**config.mk**
```make
export PLATFORM = sky130hd
export DESIGN_NAME = blink_monitor
export DESIGN_NICKNAME = d
export VERILOG_FILES = /design/src/rtl/blink_monitor.sv
export SDC_FILE = /design/constraint.sdc
export NUM_CORES = 1
export LEC_CHECK = 0
export BUFFER_PORTS_ARGS = -buffer_cell sky130_fd_sc_hd__buf_2
export CAP_MARGIN = 30
export CORE_MARGIN = 10
export CORE_UTILIZATION = 25
export CTS_CLUSTER_DIAMETER = 60
export CTS_CLUSTER_SIZE = 12
export DETAILED_ROUTE_END_ITERATION = 10
export SYNTH_ARGS = -nofsm -noshare
export SYNTH_HDL_FRONTEND = slang
export SYNTH_SLANG_ARGS = --single-unit
```
**constraint.sdc**
```tcl
create_clock -name clk -period 7.6 [get_ports clk]
set_input_delay 0.76 -clock clk [delete_from_list [all_inputs] [get_ports clk]]
set_output_delay 0.76 -clock clk [all_outputs]
set_load 0.1 [all_outputs]
```
**src/rtl/blink_monitor.sv**
```systemverilog
// blink_monitor: measures high time and period of the RGB PWM nets and
// streams one record per period. Define BLINK_MON_TIMEOUT_EN for stuck records.
module blink_monitor #(
    parameter int CNT_W          = 24,
    parameter int TIMEOUT_CYCLES = 12_000_000
) (
    input  logic             clk,
    input  logic             rst_n,
    input  logic             led_red,
    input  logic             led_green,
    input  logic             led_blue,
    output logic             meas_valid,
    input  logic             meas_ready,
    output logic [1:0]       meas_chan,
    output logic [CNT_W-1:0] meas_high,
    output logic [CNT_W-1:0] meas_period,
    output logic             meas_stuck,
    output logic             meas_level,
    output logic [7:0]       overrun_cnt
);
    typedef enum logic [1:0] {
        ST_IDLE,
        ST_HIGH,
        ST_LOW
    } state_t;

    localparam logic [CNT_W-1:0] CNT_MAX     = '1;
    localparam logic [CNT_W-1:0] TIMEOUT_VAL = CNT_W'(TIMEOUT_CYCLES);

    logic [2:0] w_pin;
    logic [2:0] r_s1;
    logic [2:0] r_s2;
    logic [2:0] r_s3;
    logic [2:0] w_rise;
    logic [2:0] w_fall;
    logic [2:0] w_edge;
    logic [2:0] w_tout;

    assign w_pin  = {led_blue, led_green, led_red};
    assign w_rise = r_s2 & ~r_s3;
    assign w_fall = ~r_s2 & r_s3;
    assign w_edge = w_rise | w_fall;

    always_ff @(posedge clk) begin
        if (!rst_n) begin
            r_s1 <= '0;
            r_s2 <= '0;
            r_s3 <= '0;
        end else begin
            r_s1 <= w_pin;
            r_s2 <= r_s1;
            r_s3 <= r_s2;
        end
    end

`ifdef BLINK_MON_TIMEOUT_EN
    logic [CNT_W-1:0] r_tcnt [3];

    // Counter parks at TIMEOUT_VAL so each stuck episode fires only once.
    always_ff @(posedge clk) begin
        if (!rst_n) begin
            for (int i = 0; i < 3; i++) begin
                r_tcnt[i] <= '0;
            end
        end else begin
            for (int i = 0; i < 3; i++) begin
                if (w_edge[i]) begin
                    r_tcnt[i] <= '0;
                end else if (r_tcnt[i] != TIMEOUT_VAL) begin
                    r_tcnt[i] <= r_tcnt[i] + CNT_W'(1);
                end
            end
        end
    end

    always_comb begin
        w_tout = '0;
        for (int i = 0; i < 3; i++) begin
            w_tout[i] = !w_edge[i] &&
                        (r_tcnt[i] == TIMEOUT_VAL - CNT_W'(1));
        end
    end
`else
    assign w_tout = '0;
`endif

    state_t           r_state [3];
    logic [CNT_W-1:0] r_cnt   [3];
    logic [CNT_W-1:0] r_high  [3];

    always_ff @(posedge clk) begin
        if (!rst_n) begin
            for (int i = 0; i < 3; i++) begin
                r_state[i] <= ST_IDLE;
                r_cnt[i]   <= '0;
                r_high[i]  <= '0;
            end
        end else begin
            for (int i = 0; i < 3; i++) begin
                if (r_cnt[i] != CNT_MAX) begin
                    r_cnt[i] <= r_cnt[i] + CNT_W'(1);
                end
                if (w_tout[i]) begin
                    r_state[i] <= ST_IDLE;
                end else begin
                    unique case (r_state[i])
                        ST_IDLE: begin
                            if (w_rise[i]) begin
                                r_state[i] <= ST_HIGH;
                                r_cnt[i]   <= CNT_W'(1);
                            end
                        end
                        ST_HIGH: begin
                            if (w_fall[i]) begin
                                r_high[i]  <= r_cnt[i];
                                r_state[i] <= ST_LOW;
                            end
                        end
                        ST_LOW: begin
                            if (w_rise[i]) begin
                                r_state[i] <= ST_HIGH;
                                r_cnt[i]   <= CNT_W'(1);
                            end
                        end
                        default: r_state[i] <= ST_IDLE;
                    endcase
                end
            end
        end
    end

    logic [2:0]       w_done;
    logic [CNT_W-1:0] w_done_high   [3];
    logic [CNT_W-1:0] w_done_period [3];
    logic [2:0]       w_done_stuck;
    logic [2:0]       w_done_level;

    // Counter restarts at 1 on a rise, so its value is the cycle distance.
    always_comb begin
        w_done       = '0;
        w_done_stuck = '0;
        w_done_level = '0;
        for (int i = 0; i < 3; i++) begin
            w_done_high[i]   = r_high[i];
            w_done_period[i] = r_cnt[i];
            if (w_tout[i]) begin
                w_done[i]        = 1'b1;
                w_done_high[i]   = '0;
                w_done_period[i] = TIMEOUT_VAL;
                w_done_stuck[i]  = 1'b1;
                w_done_level[i]  = r_s2[i];
            end else if (r_state[i] == ST_LOW && w_rise[i]) begin
                w_done[i] = 1'b1;
            end
        end
    end

    logic [2:0]       r_slot_v;
    logic [CNT_W-1:0] r_slot_high   [3];
    logic [CNT_W-1:0] r_slot_period [3];
    logic [2:0]       r_slot_stuck;
    logic [2:0]       r_slot_level;

    logic             r_out_v;
    logic [1:0]       r_out_chan;
    logic [CNT_W-1:0] r_out_high;
    logic [CNT_W-1:0] r_out_period;
    logic             r_out_stuck;
    logic             r_out_level;
    logic [7:0]       r_ovr;

    logic       w_load_ok;
    logic [2:0] w_pop;
    logic [1:0] w_sel;
    logic [2:0] w_drop;
    logic [1:0] w_drop_n;
    logic [8:0] w_ovr_sum;

    always_comb begin
        w_load_ok = !r_out_v || meas_ready;
        w_pop     = '0;
        w_sel     = 2'd0;
        if (w_load_ok) begin
            if (r_slot_v[0]) begin
                w_pop[0] = 1'b1;
                w_sel    = 2'd0;
            end else if (r_slot_v[1]) begin
                w_pop[1] = 1'b1;
                w_sel    = 2'd1;
            end else if (r_slot_v[2]) begin
                w_pop[2] = 1'b1;
                w_sel    = 2'd2;
            end
        end
    end

    // A slot being drained this cycle can take a fresh record.
    assign w_drop    = w_done & r_slot_v & ~w_pop;
    assign w_drop_n  = {1'b0, w_drop[0]} + {1'b0, w_drop[1]} +
                       {1'b0, w_drop[2]};
    assign w_ovr_sum = {1'b0, r_ovr} + {7'd0, w_drop_n};

    always_ff @(posedge clk) begin
        if (!rst_n) begin
            r_slot_v     <= '0;
            r_slot_stuck <= '0;
            r_slot_level <= '0;
            for (int i = 0; i < 3; i++) begin
                r_slot_high[i]   <= '0;
                r_slot_period[i] <= '0;
            end
            r_out_v      <= 1'b0;
            r_out_chan   <= '0;
            r_out_high   <= '0;
            r_out_period <= '0;
            r_out_stuck  <= 1'b0;
            r_out_level  <= 1'b0;
            r_ovr        <= '0;
        end else begin
            for (int i = 0; i < 3; i++) begin
                if (w_done[i] && !w_drop[i]) begin
                    r_slot_v[i]      <= 1'b1;
                    r_slot_high[i]   <= w_done_high[i];
                    r_slot_period[i] <= w_done_period[i];
                    r_slot_stuck[i]  <= w_done_stuck[i];
                    r_slot_level[i]  <= w_done_level[i];
                end else if (w_pop[i]) begin
                    r_slot_v[i] <= 1'b0;
                end
            end
            if (w_load_ok) begin
                r_out_v <= |r_slot_v;
                if (|r_slot_v) begin
                    r_out_chan   <= w_sel;
                    r_out_high   <= r_slot_high[w_sel];
                    r_out_period <= r_slot_period[w_sel];
                    r_out_stuck  <= r_slot_stuck[w_sel];
                    r_out_level  <= r_slot_level[w_sel];
                end
            end
            r_ovr <= w_ovr_sum[8] ? 8'hFF : w_ovr_sum[7:0];
        end
    end

    assign meas_valid  = r_out_v;
    assign meas_chan   = r_out_chan;
    assign meas_high   = r_out_high;
    assign meas_period = r_out_period;
    assign meas_stuck  = r_out_stuck;
    assign meas_level  = r_out_level;
    assign overrun_cnt = r_ovr;

endmodule

```
Word level (Yosys, flattened, before mapping)

Memories as Yosys holds them, arrays and structs flattened. A register that Yosys moved wholly into a read port is not among the register bits.
Cells that the tools add are included.
W data, S select, Z words.

Bits in registers: 24
Memory bits (writable): 294
Memories: 5
Word-level logic and storage cells: 205

Memory list:

| memory        | words | width | rd ports | clocked after Yosys merged registers in | write ports | line | text |
|---|---|---|---|---|---|---|---|
| r_cnt         | 3     | 24    | 3        | 0                                       | 3           | 88   | `logic [CNT_W-1:0] r_cnt [3];` |
| r_high        | 3     | 24    | 3        | 0                                       | 3           | 89   | `logic [CNT_W-1:0] r_high [3];` |
| r_slot_high   | 3     | 24    | 1        | 1                                       | 3           | 159  | `logic [CNT_W-1:0] r_slot_high [3];` |
| r_slot_period | 3     | 24    | 1        | 1                                       | 3           | 160  | `logic [CNT_W-1:0] r_slot_period [3];` |
| r_state       | 3     | 2     | 3        | 0                                       | 3           | 87   | `state_t r_state [3];` |

Muxes and demuxes: 113
Equality and inequality tests: 9
Bitwise gates (word level): 37
$add $sub $neg: 6
Order comparisons: 1
Reductions and logical operators: 24

Operators by type and width:

| kind                    | count |
|---|---|
| $mux W24                | 18 |
| $mux W1                 | 75 |
| $add A24 B1 Y24 const B | 3 |
| $ne A24 B24 Y1 const B  | 3 |
| $mux W2                 | 17 |
| $or A1 B1 Y1            | 30 |
| $and A3 B3 Y3           | 4 |
| $reduce_or A3 Y1        | 4 |
| $add A8 B2 Y9           | 1 |
| $not A3 Y3              | 3 |
| $mux W8                 | 1 |
| $eq A2 B1 Y1 const B    | 3 |
| $eq A2 B2 Y1 const B    | 3 |
| $logic_and A1 B1 Y1     | 6 |
| $logic_not A1 Y1        | 6 |
| $logic_not A2 Y1        | 3 |
| $reduce_bool A2 Y1      | 3 |
| $lt A2 B3 Y1 const B    | 1 |
| $mux W3                 | 1 |
| $add A1 B1 Y2           | 1 |
| $add A2 B1 Y2           | 1 |
| $bmux W1 S2             | 1 |
| $reduce_and A2 Y1       | 1 |
| $logic_or A1 B1 Y1      | 1 |

Depth between registers and ports, before layout

Depth in word-level cells: 12
Mapped depth: 13

Least setup slack after synthesis

OpenSTA, ideal clock, no wires.

Path type: reg-to-reg
From: register r_out_v (netlist: meas_valid)
To: register r_ovr[1] (netlist: overrun_cnt[1])
Period minus slack after synthesis: 3.915 ns
Buffers on the path: 2
Setup time: 0.115 ns
Cell stages (with the launch flop): 13
Arrival time: 3.801 ns
Path slack: 3.685 ns
Cell sequence: dfxtp_1 -> nand2b_1 -> nand3_1 -> clkbuf_1 -> clkbuf_1 -> nand4_1 -> fa_1 -> inv_1 -> ha_1 -> fa_1 -> and3_1 -> and3_1 -> o21a_1

Cells in the longest elaborated chain, start to end: 9

RTL lines:

| item                   | line | text |
|---|---|---|
| start, declared        | 164  | `logic r_out_v;` |
| start signal, assigned | 232  | `r_out_v <= \|r_slot_v;` |
| $logic_not A1 Y1 (*)   | 180  | `w_load_ok = !r_out_v \|\| meas_ready;` |
| $logic_or A1 B1 Y1 (*) | 180  |  |
| $mux W3 (*)            | 183  | `if (w_load_ok) begin` |
| $not A3 Y3 (*)         | 198  | `assign w_drop = w_done & r_slot_v & ~w_pop;` |
| $and A3 B3 Y3 (*)      | 198  |  |
| $add A1 B1 Y2          | 199  | `assign w_drop_n = {1'b0, w_drop[0]} + {1'b0, w_drop[1]} +` |
| $add A2 B1 Y2 (*)      | 199  |  |
| $add A8 B2 Y9 (*)      | 201  | `assign w_ovr_sum = {1'b0, r_ovr} + {7'd0, w_drop_n};` |
| $mux W8 (*)            | 241  | `r_ovr <= w_ovr_sum[8] ? 8'hFF : w_ovr_sum[7:0];` |
| end signal, assigned   | 241  |  |
| end, declared          | 170  | `logic [7:0] r_ovr;` |

Every way passes the cells marked *; elsewhere a longest branch is shown, timed or not.
A chain may end at the register's enable or synchronous reset.

Worst setup path after layout

From: input port meas_ready
To: register r_ovr[0] (netlist: overrun_cnt[0])

Cells in the longest elaborated chain, start to end: 8

RTL lines:

| item                   | line | text |
|---|---|---|
| start, declared        | 13   | `input logic meas_ready,` |
| $logic_or A1 B1 Y1 (*) | 180  |  |
| $mux W3 (*)            | 183  |  |
| $not A3 Y3 (*)         | 198  |  |
| $and A3 B3 Y3 (*)      | 198  |  |
| $add A1 B1 Y2          | 199  |  |
| $add A2 B1 Y2 (*)      | 199  |  |
| $add A8 B2 Y9 (*)      | 201  |  |
| $mux W8 (*)            | 241  |  |

Marks and branches as above.

==> impl_metrics.csv <==
group,metric,value,unit
run_status,outcome,"finished, final reports clean",
floorplan,core_area,61800,sq um
sta,timing.fmax,0.277,GHz
flow_run,maxCapViolCount,0,
floorplan,die_h,270,um
clock_tree,post_cts_repair_setup_buffers,0,
floorplan,initial_core_util,0.253,
logic_synthesis,synth_largest_type_area_fraction,0.519,
finish,area_growth_syn_to_layout,15.6,%
sta,hold_violations,0,
sta,finalClockSkew,0.0264,ns
global_routing,number_of_global_route_vias_before_repair,9416,
detailed_routing,drt_pass1_iterations,5,
global_routing,first_pass_grt_wire_length,57000,um
floorplan,die_width,270,um
sta,final-setup-viol-count,0,
logic_synthesis,netlist_area,15600,sq um
detailed_routing,post_drt_wl_per_cell,16.5,um
logic_synthesis,post-synth-top-area-cell,"sky130_fd_sc_hd__edfxtp_1",
placed_design,buffer_ports.inserted,64,
sta,post-route-min-period,3.62,ns
detailed_routing,drc_violation_count_after_routing,0,
global_routing,grt_remaining_overflow,0,
global_routing,grtUsageTotal,0.0976,
sta,final.setup.tns,0,ns
clock_tree,clk_pin_slew_worst_paths,0.06,ns
global_routing,busiest_layer,"met2",
floorplan,die_footprint,72800,sq um
critical_path,crit_path_max_incr_delay,0.74,ns
critical_path,crit_family,"adder cells",
clock_tree,cts-htree-levels,2,
clock_tree,cts_resized,0,
detailed_routing,drt_iter0_drc,705,
critical_path,criticalPathCategory,"in -> reg",
logic_synthesis,seq_area_frac_synth,0.641,
logic_synthesis,synth-edff-count,270,
critical_path,worstSetupStartpointType,"primary input",
sta,tightestPinTransition,1.02,ns
clock_tree,clock_tree.root_cell,"sky130_fd_sc_hd__clkbuf_16",
placed_design,dp.final_hpwl,24300,um
detailed_routing,routed_via_density,4.41,
finish,seqCellArea,10000,sq um
global_routing,number_of_antenna_violations_at_the_first_check_in_global_routing,0,
sta,relSlewSlack,0.320,
finish,final.fill_count,6306,
logic_synthesis,synth.cells.most_frequent,"270 x sky130_fd_sc_hd__edfxtp_1, 155 x sky130_fd_sc_hd__and2_1, 117 x sky130_fd_sc_hd__nor2_1",
logic_synthesis,synthesis.yosys.warnings,0,
sta,unrepaired_setup_endpoints_after_global_routing,"false",
sta,period_share,0.476,
clock_tree,clkLatencyLatePin,0.53,ns
critical_path,worst_setup_path_end_kind,"flip-flop",
logic_synthesis,synth_seq_cells,365,
clock_tree,holdBufCountCts,0,
clock_tree,tritoncts,"done",
clock_tree,ctsLongestPathBuffers,3,
floorplan,floorplan.rows,91,
finish,insertedDiodeCount,0,
finish,drive_above_1_share,0.108,
logic_synthesis,post_synthesis_area_per_instance,12.0,sq um
global_routing,met2_usage,0.157,
logic_synthesis,ys_async_sr_fraction,0,
finish,layout.core_utilization,0.292,
clock_tree,tritoncts_num_sinks,365,
sta,final-max-slew-violation-count,0,
logic_synthesis,synthCells,1305,
power,pwr_density_cell,231,nW/um^2
finish,post_layout_nets,1368,
finish,multiInputGateArea,5320,sq um
placed_design,gp_routability_congestion,0.816,
power,cellLeakagePower,6.70,nW
global_routing,met3_usage,0.0184,
global_routing,use_met1,0.133,
logic_synthesis,most_used_standard_cell_by_instance_count_after_synthesis,"sky130_fd_sc_hd__edfxtp_1",
critical_path,timing.critical_path.arrival,4.04,ns
critical_path,crit_buf_inv,3,
detailed_routing,totalWireLength,36600,um
power,ir_worst_vdd,135,uV
logic_synthesis,synth_area_leaders,"sky130_fd_sc_hd__edfxtp_1 52%, sky130_fd_sc_hd__dfxtp_1 12%, sky130_fd_sc_hd__and2_1 6.2%",
critical_path,critical_path.slowest_cell,"sky130_fd_sc_hd__buf_4",
floorplan,design.portCount,67,
detailed_routing,drtAntennaViolNets,0,
detailed_routing,vias,9768,
critical_path,crit_path_cell_trace,"buf_2 > nand2b_1 > nand3_4 > buf_4 > nand4_1 > fa_1 > inv_1 > ha_1 > fa_1 > and3_1 > and3_1 > o21a_1",
power,design_power_total,4.16,mW
logic_synthesis,synth-main-ff-cell,"sky130_fd_sc_hd__edfxtp_1",
logic_synthesis,yosys.cell_types.count,51,
worst_hold_path,holdCritPathClass,"reg -> reg",
critical_path,worst_ep_required_time,8.02,ns
global_routing,grt_max_degree,99,
critical_path,timing.critical_path.fanout_max,98,
clock_tree,tritoncts.num_buffers,37,
## per-stage QoR
stage	setup WS (ns)	hold WS (ns)	area, sq um	instances
after floorplan	3.68	0.412	15600	1306
after global placement	3.49	0.423	16800	2147
after detailed placement	3.45	0.429	16900	2152
after CTS	3.99	0.444	18000	2216
after global routing	3.82	0.451	18000	2217
final	3.98	0.435	18000	2217
## power by group
| group | switching [mW] | internal, mW | total (mW) |
|---|---|---|---|
| Sequential | 0.0334 | 2.20 | 2.23 |
| Clock | 0.742 | 0.993 | 1.74 |
| Combinational | 0.148 | 0.0438 | 0.192 |
## cells by family after synthesis
group | after synthesis | share of synthesized area
XOR/XNOR | 59 | 0.0331
AO/OA/AOI/OAI | 148 | 0.0625
flip-flops | 365 | 0.641
multiplexers | 50 | 0.0321
adder cells (fa/ha/maj) | 7 | 0.00657
other | 1 | 0.000240
AND/OR/NAND/NOR | 591 | 0.203
buffers and inverters | 84 | 0.0218
## worst paths after layout
kind         startpoint              to  slack, ns  depth (start not counted)
max          meas_ready  overrun_cnt[0]       3.98                         12
min             r_s1[0]         r_s2[0]       0.44                          1
max reg2reg  meas_valid  overrun_cnt[0]       4.05                         11
min reg2reg     r_s1[0]         r_s2[0]       0.44                          1
## metal layers
metal  up-vias  wire (um)
met5         -          0
met4         0        580
met3        50       1820
met2       218      17000
met1      4779      17200
li1       4721          -
## cell type report
cell class | count | share of cell area
Tap cell | 837 | 0.0580
Clock inverter | 4 | 0.00305
Multi-Input combinational cell | 857 | 0.295
Sequential cell | 365 | 0.555
Timing Repair Buffer | 83 | 0.0280
Inverter | 11 | 0.00229
Clock buffer | 60 | 0.0590
## placed cells by master (no fill, tap or decap), types with 10 or more instances in the layout
cell,netlist,final
sky130_fd_sc_hd__nor3_1,32,31
sky130_fd_sc_hd__buf_4,2,13
sky130_fd_sc_hd__inv_1,11,10
sky130_fd_sc_hd__a211o_1,48,48
sky130_fd_sc_hd__a21oi_1,70,70
sky130_fd_sc_hd__and2_1,155,155
sky130_fd_sc_hd__clkbuf_1,59,20
sky130_fd_sc_hd__edfxtp_1,270,270
sky130_fd_sc_hd__nor2b_1,76,76
sky130_fd_sc_hd__and3_1,14,14
sky130_fd_sc_hd__xnor2_1,24,24
sky130_fd_sc_hd__mux2i_1,50,50
sky130_fd_sc_hd__clkbuf_16,0,39
sky130_fd_sc_hd__buf_2,2,66
sky130_fd_sc_hd__xor2_1,35,35
sky130_fd_sc_hd__nand3_1,37,36
sky130_fd_sc_hd__nor2_1,117,117
sky130_fd_sc_hd__nand4_1,32,32
sky130_fd_sc_hd__nand2_1,88,85
sky130_fd_sc_hd__dfxtp_1,95,95
## registers in the layout, indices dropped and copies added (netlist names)
name           count
meas_valid         1
r_slot_high       72
r_s1               3
overrun_cnt        8
meas_period       24
r_slot_period     72
r_high            72
r_slot_v           3
meas_high         24
r_state            6
meas_chan          2
r_s2               3
r_cnt             72
r_s3               3
No activity file was read; power rests on OpenSTA's default activity.
